<file path="config.mk">
export PLATFORM = sky130hd
export DESIGN_NAME = fft_in_framer
export DESIGN_NICKNAME = d
export VERILOG_FILES = /design/src/rtl/fft_pkg.sv /design/src/rtl/fft_pingpong_mem.sv /design/src/rtl/fft_in_framer.sv
export SDC_FILE = /design/constraint.sdc
export NUM_CORES = 1
export LEC_CHECK = 0
export CAP_MARGIN = 15
export CORE_MARGIN = 2
export CORE_UTILIZATION = 40
export CTS_BUF_LIST = sky130_fd_sc_hd__clkbuf_8
export DETAILED_ROUTE_END_ITERATION = 7
export GPL_TIMING_DRIVEN = 0
export PLACE_DENSITY_LB_ADDON = 0.08
export SLEW_MARGIN = 0
export SYNTH_ARGS = -nofsm -noshare
export SYNTH_HDL_FRONTEND = slang
export SYNTH_SLANG_ARGS = --single-unit
</file>
<file path="constraint.sdc">
create_clock -name clk -period 6.8 [get_ports clk]
set_clock_uncertainty 0.2 [all_clocks]
set_input_delay 2.04 -clock clk [delete_from_list [all_inputs] [get_ports clk]]
set_output_delay 2.04 -clock clk [all_outputs]
set_load 0.1 [all_outputs]
</file>
<file path="src/rtl/fft_pkg.sv">
// Shared definitions for the 16-point streaming FFT input stage: frame geometry,
// packed complex sample layout and the read-side FSM state type.
package fft_pkg;

  localparam int DATA_W = 34;
  localparam int N      = 16;
  localparam int LOG2N  = 4;

  // Per-component fixed-point layout: {sign, integer, fraction}
  localparam int SIGN_W = 1;
  localparam int INT_W  = 8;
  localparam int FRAC_W = 8;
  localparam int COMP_W = SIGN_W + INT_W + FRAC_W;

  localparam logic [LOG2N-1:0] IDX_LAST = LOG2N'(N - 1);

  typedef enum logic {
    RD_IDLE,
    RD_STREAM
  } rd_state_e;

endpackage

</file>
<file path="src/rtl/fft_pingpong_mem.sv">
// Two-bank frame buffer: 2*N x DATA_W registers, one synchronous write port and
// one combinational read port, both addressed by {bank, idx}.
module fft_pingpong_mem
  import fft_pkg::*;
(
  input  logic              clk,
  input  logic              wr_en,
  input  logic [LOG2N:0]    wr_addr,
  input  logic [DATA_W-1:0] wr_data,
  input  logic [LOG2N:0]    rd_addr,
  output logic [DATA_W-1:0] rd_data
);

  logic [DATA_W-1:0] mem [2*N];

  // NOTE: storage is deliberately not reset; the full flags guard every read.
  always_ff @(posedge clk) begin
    if (wr_en) mem[wr_addr] <= wr_data;
  end

  assign rd_data = mem[rd_addr];

endmodule

</file>
<file path="src/rtl/fft_in_framer.sv">
// Ping-pong frame buffer feeding the FFT core with gap-free N-sample frames.
// Optional short-frame zero padding is enabled by defining FFT_FRAMER_ZPAD_EN.
module fft_in_framer
  import fft_pkg::*;
(
  input  logic              clk,
  input  logic              rst,
  input  logic              s_valid,
  output logic              s_ready,
  input  logic [DATA_W-1:0] s_data,
  input  logic              s_last,
  output logic [DATA_W-1:0] fft_data,
  output logic              fft_valid,
  output logic              fft_sof,
  output logic [LOG2N-1:0]  fft_index
);

  logic              wr_bank;
  logic              rd_bank;
  logic              rd_bank_nxt;
  logic [LOG2N-1:0]  wr_cnt;
  logic [LOG2N-1:0]  rd_cnt;
  logic [LOG2N-1:0]  rd_cnt_nxt;
  logic [LOG2N-1:0]  rd_idx;
  logic [1:0]        full;
  logic [1:0]        full_set;
  logic [1:0]        full_clr;
  logic              accept;
  logic              close_req;
  logic              close_rd;
  logic              clr_rd;
  logic              pad;
  logic [DATA_W-1:0] rd_data;
  logic [DATA_W-1:0] sample0;
  rd_state_e         state;
  rd_state_e         state_nxt;
  logic [DATA_W-1:0] data_nxt;
  logic              valid_nxt;
  logic              sof_nxt;
  logic [LOG2N-1:0]  index_nxt;

  assign s_ready = !rst && !full[wr_bank];
  assign accept  = s_valid && s_ready;

`ifdef FFT_FRAMER_ZPAD_EN
  logic [LOG2N-1:0] last_idx [2];

  assign close_req = accept && ((wr_cnt == IDX_LAST) || s_last);

  always_ff @(posedge clk) begin
    if (close_req) last_idx[wr_bank] <= wr_cnt;
  end

  assign pad = (rd_cnt > last_idx[rd_bank]);
`else
  logic unused_s_last;
  assign unused_s_last = s_last;
  assign close_req     = accept && (wr_cnt == IDX_LAST);
  assign pad           = 1'b0;
`endif

  // A bank closing this edge can start streaming on the same edge; only a
  // one-sample frame needs its sample 0 taken straight from the input.
  assign close_rd = close_req && (wr_bank == rd_bank);
  assign sample0  = (close_rd && (wr_cnt == '0)) ? s_data : rd_data;
  assign rd_idx   = (state == RD_STREAM) ? rd_cnt : '0;

  fft_pingpong_mem u_mem (
    .clk     (clk),
    .wr_en   (accept),
    .wr_addr ({wr_bank, wr_cnt}),
    .wr_data (s_data),
    .rd_addr ({rd_bank, rd_idx}),
    .rd_data (rd_data)
  );

  // NOTE: every always_comb output gets a default first so no latch is inferred.
  always_comb begin
    state_nxt   = state;
    rd_cnt_nxt  = rd_cnt;
    rd_bank_nxt = rd_bank;
    clr_rd      = 1'b0;
    valid_nxt   = 1'b0;
    sof_nxt     = 1'b0;
    index_nxt   = '0;
    data_nxt    = '0;
    case (state)
      RD_IDLE: begin
        if (full[rd_bank] || close_rd) begin
          valid_nxt  = 1'b1;
          sof_nxt    = 1'b1;
          data_nxt   = sample0;
          rd_cnt_nxt = LOG2N'(1);
          state_nxt  = RD_STREAM;
        end
      end
      RD_STREAM: begin
        valid_nxt  = 1'b1;
        index_nxt  = rd_cnt;
        data_nxt   = pad ? '0 : rd_data;
        rd_cnt_nxt = rd_cnt + 1'b1;
        if (rd_cnt == IDX_LAST) begin
          clr_rd      = 1'b1;
          rd_bank_nxt = ~rd_bank;
          state_nxt   = RD_IDLE;
        end
      end
      default: state_nxt = RD_IDLE;
    endcase
  end

  assign full_set = close_req ? (2'b01 << wr_bank) : 2'b00;
  assign full_clr = clr_rd    ? (2'b01 << rd_bank) : 2'b00;

  always_ff @(posedge clk) begin
    if (rst) begin
      wr_bank   <= 1'b0;
      wr_cnt    <= '0;
      full      <= 2'b00;
      rd_bank   <= 1'b0;
      rd_cnt    <= '0;
      state     <= RD_IDLE;
      fft_data  <= '0;
      fft_valid <= 1'b0;
      fft_sof   <= 1'b0;
      fft_index <= '0;
    end else begin
      if (accept) begin
        wr_cnt <= close_req ? '0 : wr_cnt + 1'b1;
        if (close_req) wr_bank <= ~wr_bank;
      end
      full      <= (full & ~full_clr) | full_set;
      rd_bank   <= rd_bank_nxt;
      rd_cnt    <= rd_cnt_nxt;
      state     <= state_nxt;
      fft_data  <= data_nxt;
      fft_valid <= valid_nxt;
      fft_sof   <= sof_nxt;
      fft_index <= index_nxt;
    end
  end

endmodule

</file>
# After elaboration in Yosys (flattened, before gate mapping)
# Memory sizes are Yosys's and may differ from the RTL's.
# Index checks and enable logic that the tools add are counted.
# classes
addsub	2
magnitude_cmp	2
eq_ne	4
shifts	2
muxes	21
bitwise_logic	6
reduce_logical	12
# op_table
cell	count
34-bit two-way mux	2
34-bit case mux with 2 select lines	1
4-bit two-way mux	3
1-bit two-way mux	10
4-bit by 1-bit adder with 4-bit output (second input constant)	2
4-bit equality test (second input constant)	2
4-bit case mux with 2 select lines	1
1-bit logical AND	5
4-bit zero test	1
1-bit by 2-bit less-than comparator with 1-bit output (second input constant)	2
2-bit two-way mux	2
1-bit case mux with 2 select lines	2
2-bit AND reduction	2
1-bit by 1-bit << shifter with 2-bit output (first input constant)	2
1-bit NOT	3
2-bit AND	1
1-bit zero test	2
2-bit inequality test (second input constant)	1
2-bit NOT	1
2-bit bitwise OR	1
2-bit OR reduction	1
1-bit equality test	1
1-bit logical OR	1
# totals
regBits	53
ram_bits	1088
in_bits	38
output_inout_bits	41
elab_cells	60
memories	1
# memory_table
memory	depth	width	rd	rd_clocked_by_memory_dff	wr	line	text
u_mem.mem	32	34	1	0	1	fft_pingpong_mem.sv:14	logic [DATA_W-1:0] mem [2*N];

# Longest topological paths before layout
# logic_depth
ltp_word	11
ltp_mapped	9
depth_no_buf	7

# Hierarchy
# From an unflattened synthesis, not the netlist that was laid out.
# unflattened
hier_cells	2519
hier_area_um2	44189.9
# by_module_without_submodules
mod	instances	cells_each	area_per_inst_um2	seq_area_each_um2
fft_pingpong_mem	1	2365	42425.7	32671.3
fft_in_framer	1	154	1764.2	1061.0

# Worst setup path before layout
# OpenSTA, ideal clock, no wires.
# synth_path
kind	input to output
from	input port rst
to	output port s_ready
arrival_time_ps	3712
required_ps	4560
path_slack_ps	848
cell_stages	3
path_buffers	2
cell_sequence	clkbuf_1 > clkbuf_1 > nor2_1
# synth_between
elab_chain_len	2
# synth_lines
element	line	text
start: declaration	fft_in_framer.sv:7	input logic rst,
1-bit zero test	fft_in_framer.sv:42	assign s_ready = !rst && !full[wr_bank];
1-bit logical AND	fft_in_framer.sv:42	
end: declaration	fft_in_framer.sv:9	output logic s_ready,
# No other way between the ends.

# Worst setup path after layout
# Same ends and word-level chain as after synthesis.

==> impl_results.md <==
- Synth area leaders: edfxtp_1 74%, mux2i_1 3.9%, dfxtp_1 2.4%
- Final Setup Violations: 0
- Final hold viol count: 0
- DIE HEIGHT: about 340 um
- CP startpoint kind: input pin
- FMAX: approximately 150 MHz
- Top FF cell, synth: edfxtp_1
- Cell internal pwr: 10.6 mW
- Actual slew at the worst max-slew pin: ~1.3 ns
- PwrDens: 257 mW/mm^2
- Area grow syn2layout: 17.5%
- Die Area: 0.114 mm^2
- Post-DRT Antenna Nets: 0
- Hold Path End: full[0]$_SDFF_PP0_
- Clock latency on the worst-skew pair: 0.86 ns
- Hold depth: 2
- Commonest cells post-synth: 1088 x edfxtp_1, 251 x nand2_1, 177 x a21oi_1, 171 x mux2i_1, 160 x clkbuf_1
- Crit. End Element: output port
- Setup_tns: 0 ns
- Min-Delay Startpoint: full[0]$_SDFF_PP0_
- Seq pwr share: 0.575
- DP HPWL: 91700 um
- TritonCTS clock tree: built
- I/O Pins: 79
- Pin count of the biggest net entering global routing: 37
- R2r setup slk: 2.56 ns
- Cells after Synth: between 2k and 3k
- IO Port Bufs: 77
- Worst min path class: register to register
- # rows: 122
- Number of H-tree levels: 4
- Sink Count: ~1.1k
- WP data arrival: 4.21 ns
- Count leader, synth: edfxtp_1
- Multi-input logic area: roughly 0.01 mm^2
- Routability cong.: around 0.8
- Drt wl/cell: 28.2 um
- Max Slew Vio Count: 0
- Launch point of the worst reg-to-reg path: rd_cnt[2]$_SDFFE_PP0P_
- CORE AREA: 0.110 mm^2
- Library cells used by synthesis: 55
- Vias post-DR: 26.8k
- Root Driver: clkbuf_8
- DR vias/cell: 5.66
- LEAKAGE: ~16 nW
- Mapped cell area: 0.0443 mm^2
- Seq cells post-synth: 1141
- Vias in the first global route: 27.3k
- Register Area: 0.0337 mm^2
- Unrepaired setup endpoints after global routing: false
- CP max FO: 10
- R2R depth: 8
- Wire length of the first global-routing pass: around 190000 um
- Layout cells sized above 1: 0.135
- GRT overflow: 0
- Fillers: ~9.6k
- Antenna violations before repair: 4
- Synth top area share: 0.737
- Starting Density: 0.402
- Worst vdd ir: 0.180 mV
- DR iter-0 viols: roughly 2.1k
- Clock Path Buffers: 3
- Final hold slack: 0.342 ns
- Synth Area per Inst: 16.1 um^2
- Die Span X: about 340 um
- Routed WL: 134000 um
- Layout Nets: 3128
- R2R Path End: fft_data[33]$_SDFF_PP0_
- Psw: 2.83 mW
- Tmin final: 6.45 ns
- Clock Power Share: 0.407
- Seq/Total Area, Yosys: 0.761
- Sw frac: 0.211
- Rel. slew slack: 0.157
- Initial DRT Pass Iterations: 5
- Dpl ws: -0.0325 ns
- Clock transition at path regs: 0.06 ns
- Cell taking the most area after synthesis: edfxtp_1
- Syn nets: 2790
- Synth warn: 0
- Fraction of registers with async set/reset: 0
- Total CTS buffers: 187
- Logic pwr share: 0.017
- CP required: 4.56 ns
- Final period util: 0.949
- Crit Path Class: input pin to output port
- GRT Total Usage: 0.235
- DRC viols: 0
- Number of max-cap violations: 0
- Worst Slack Setup Final: 0.347 ns
- Number of enable flip-flop cells after synthesis: approximately 1.1k
- Status: finished clean
worst max-delay path by stage:
stage          startpoint                     endpoint
2_1_floorplan         rst                      s_ready
3_3_place_gp          rst  u_mem.mem[13][22]$_DFFE_PP_
3_5_place_dp          rst                      s_ready
4_1_cts               rst                      s_ready
5_1_grt               rst                      s_ready
6_report              rst                      s_ready
final cells by class:
cell class	instances	share of cell area
clock inverters	142	0.0127
multi-input cells	1383	0.190
clock buffers	198	0.0523
plain buffers	215	0.0169
repair buffers	149	0.0440
diodes	7	0.000336
flip-flops and latches	1141	0.647
well taps	1488	0.0357
inverters	8	0.000576
timing repair:
item / CTS / global route
endpoints found under the setup margin: 1 / 0
setup buffers: 0 / 0
endpoints found under the hold margin: 0 / 0
hold buffers: 0 / 0
resized for setup: 1 / 0
layout by cell type, fill, tap and decap left out, types with 7 or more instances in the layout:
cell type,instances
edfxtp_1,1088
nand2_1,251
clkbuf_8,198
a21oi_1,177
mux2i_1,171
clkbuf_1,160
a221oi_1,101
inv_1,82
clkdlybuf4s50_1,75
o21ai_0,70
a211oi_1,69
a22oi_1,68
o2111ai_1,67
dfxtp_1,53
clkinv_1,41
nand3_1,38
nor2b_1,37
buf_2,37
mux2_2,36
nand4_1,34
nand4b_1,33
o211a_1,33
a21boi_0,33
o221ai_1,33
buf_16,29
o41ai_2,28
nor2_4,27
nor2_1,19
buf_12,17
clkinv_2,16
buf_1,15
buf_6,13
buf_8,10
diode_2,7
cells by family (layout without fill, tap and decap cells):
| group | Yosys count | after routing | share of synthesized area |
|---|---|---|---|
| flops | 1141 | 1141 | 0.761 |
| compound gates | 705 | 705 | 0.119 |
| simple gates | 462 | 462 | 0.0496 |
| buf+inv | 223 | 712 | 0.0206 |
| mux | 208 | 208 | 0.0481 |
| fa+ha+maj | 5 | 5 | 0.00141 |
| xor+xnor | 3 | 3 | 0.000593 |
| other cells | 0 | 7 | 0 |
stage by stage:
stage          instances  total power [mW]  utilization  area [um^2]
2_1_floorplan       2747              7.89            -        44300
3_3_place_gp        4312              8.03        0.426        47000
3_5_place_dp        4363              8.06        0.437        48200
4_1_cts             4703              13.5        0.467        51600
5_1_grt             4726              13.9        0.472        52100
6_report            4731              13.4        0.472        52100
flip-flops by register name, indices dropped and copies added, names as in the netlist:
register   cells
rd_bank        1
full           2
fft_index      4
wr_bank        1
rd_cnt         4
fft_data      34
wr_cnt         4
fft_valid      1
u_mem.mem   1088
fft_sof        1
state          1
worst max-delay path, cell delays in order:
cell and delay [ns]:
clkdlybuf4s50_1 0.56, clkbuf_1 0.41, clkbuf_1 0.48, nor2_1 0.10
dlygate4sd2_1 0.61
per-layer routing:
| metal | up-vias | GRT usage | share of wire |
|---|---|---|---|
| li1 | 11793 | - | - |
| met1 | 13795 | 0.309 | 0.42 |
| met2 | 968 | 0.399 | 0.50 |
| met3 | 234 | 0.0404 | 0.060 |
| met4 | 2 | 0.0670 | 0.023 |
| met5 | - | 0 | 0.000097 |
power groups by stage:
stage	combinational, mW	clock, mW	sequential [mW]
finish	0.232	5.46	7.71
global route	0.247	5.90	7.71
CTS	0.197	5.59	7.72
detailed placement	0.197	0	7.87
global placement	0.164	0	7.87
floorplan	0.0321	0	7.86
(Power assumes the default switching activity.)
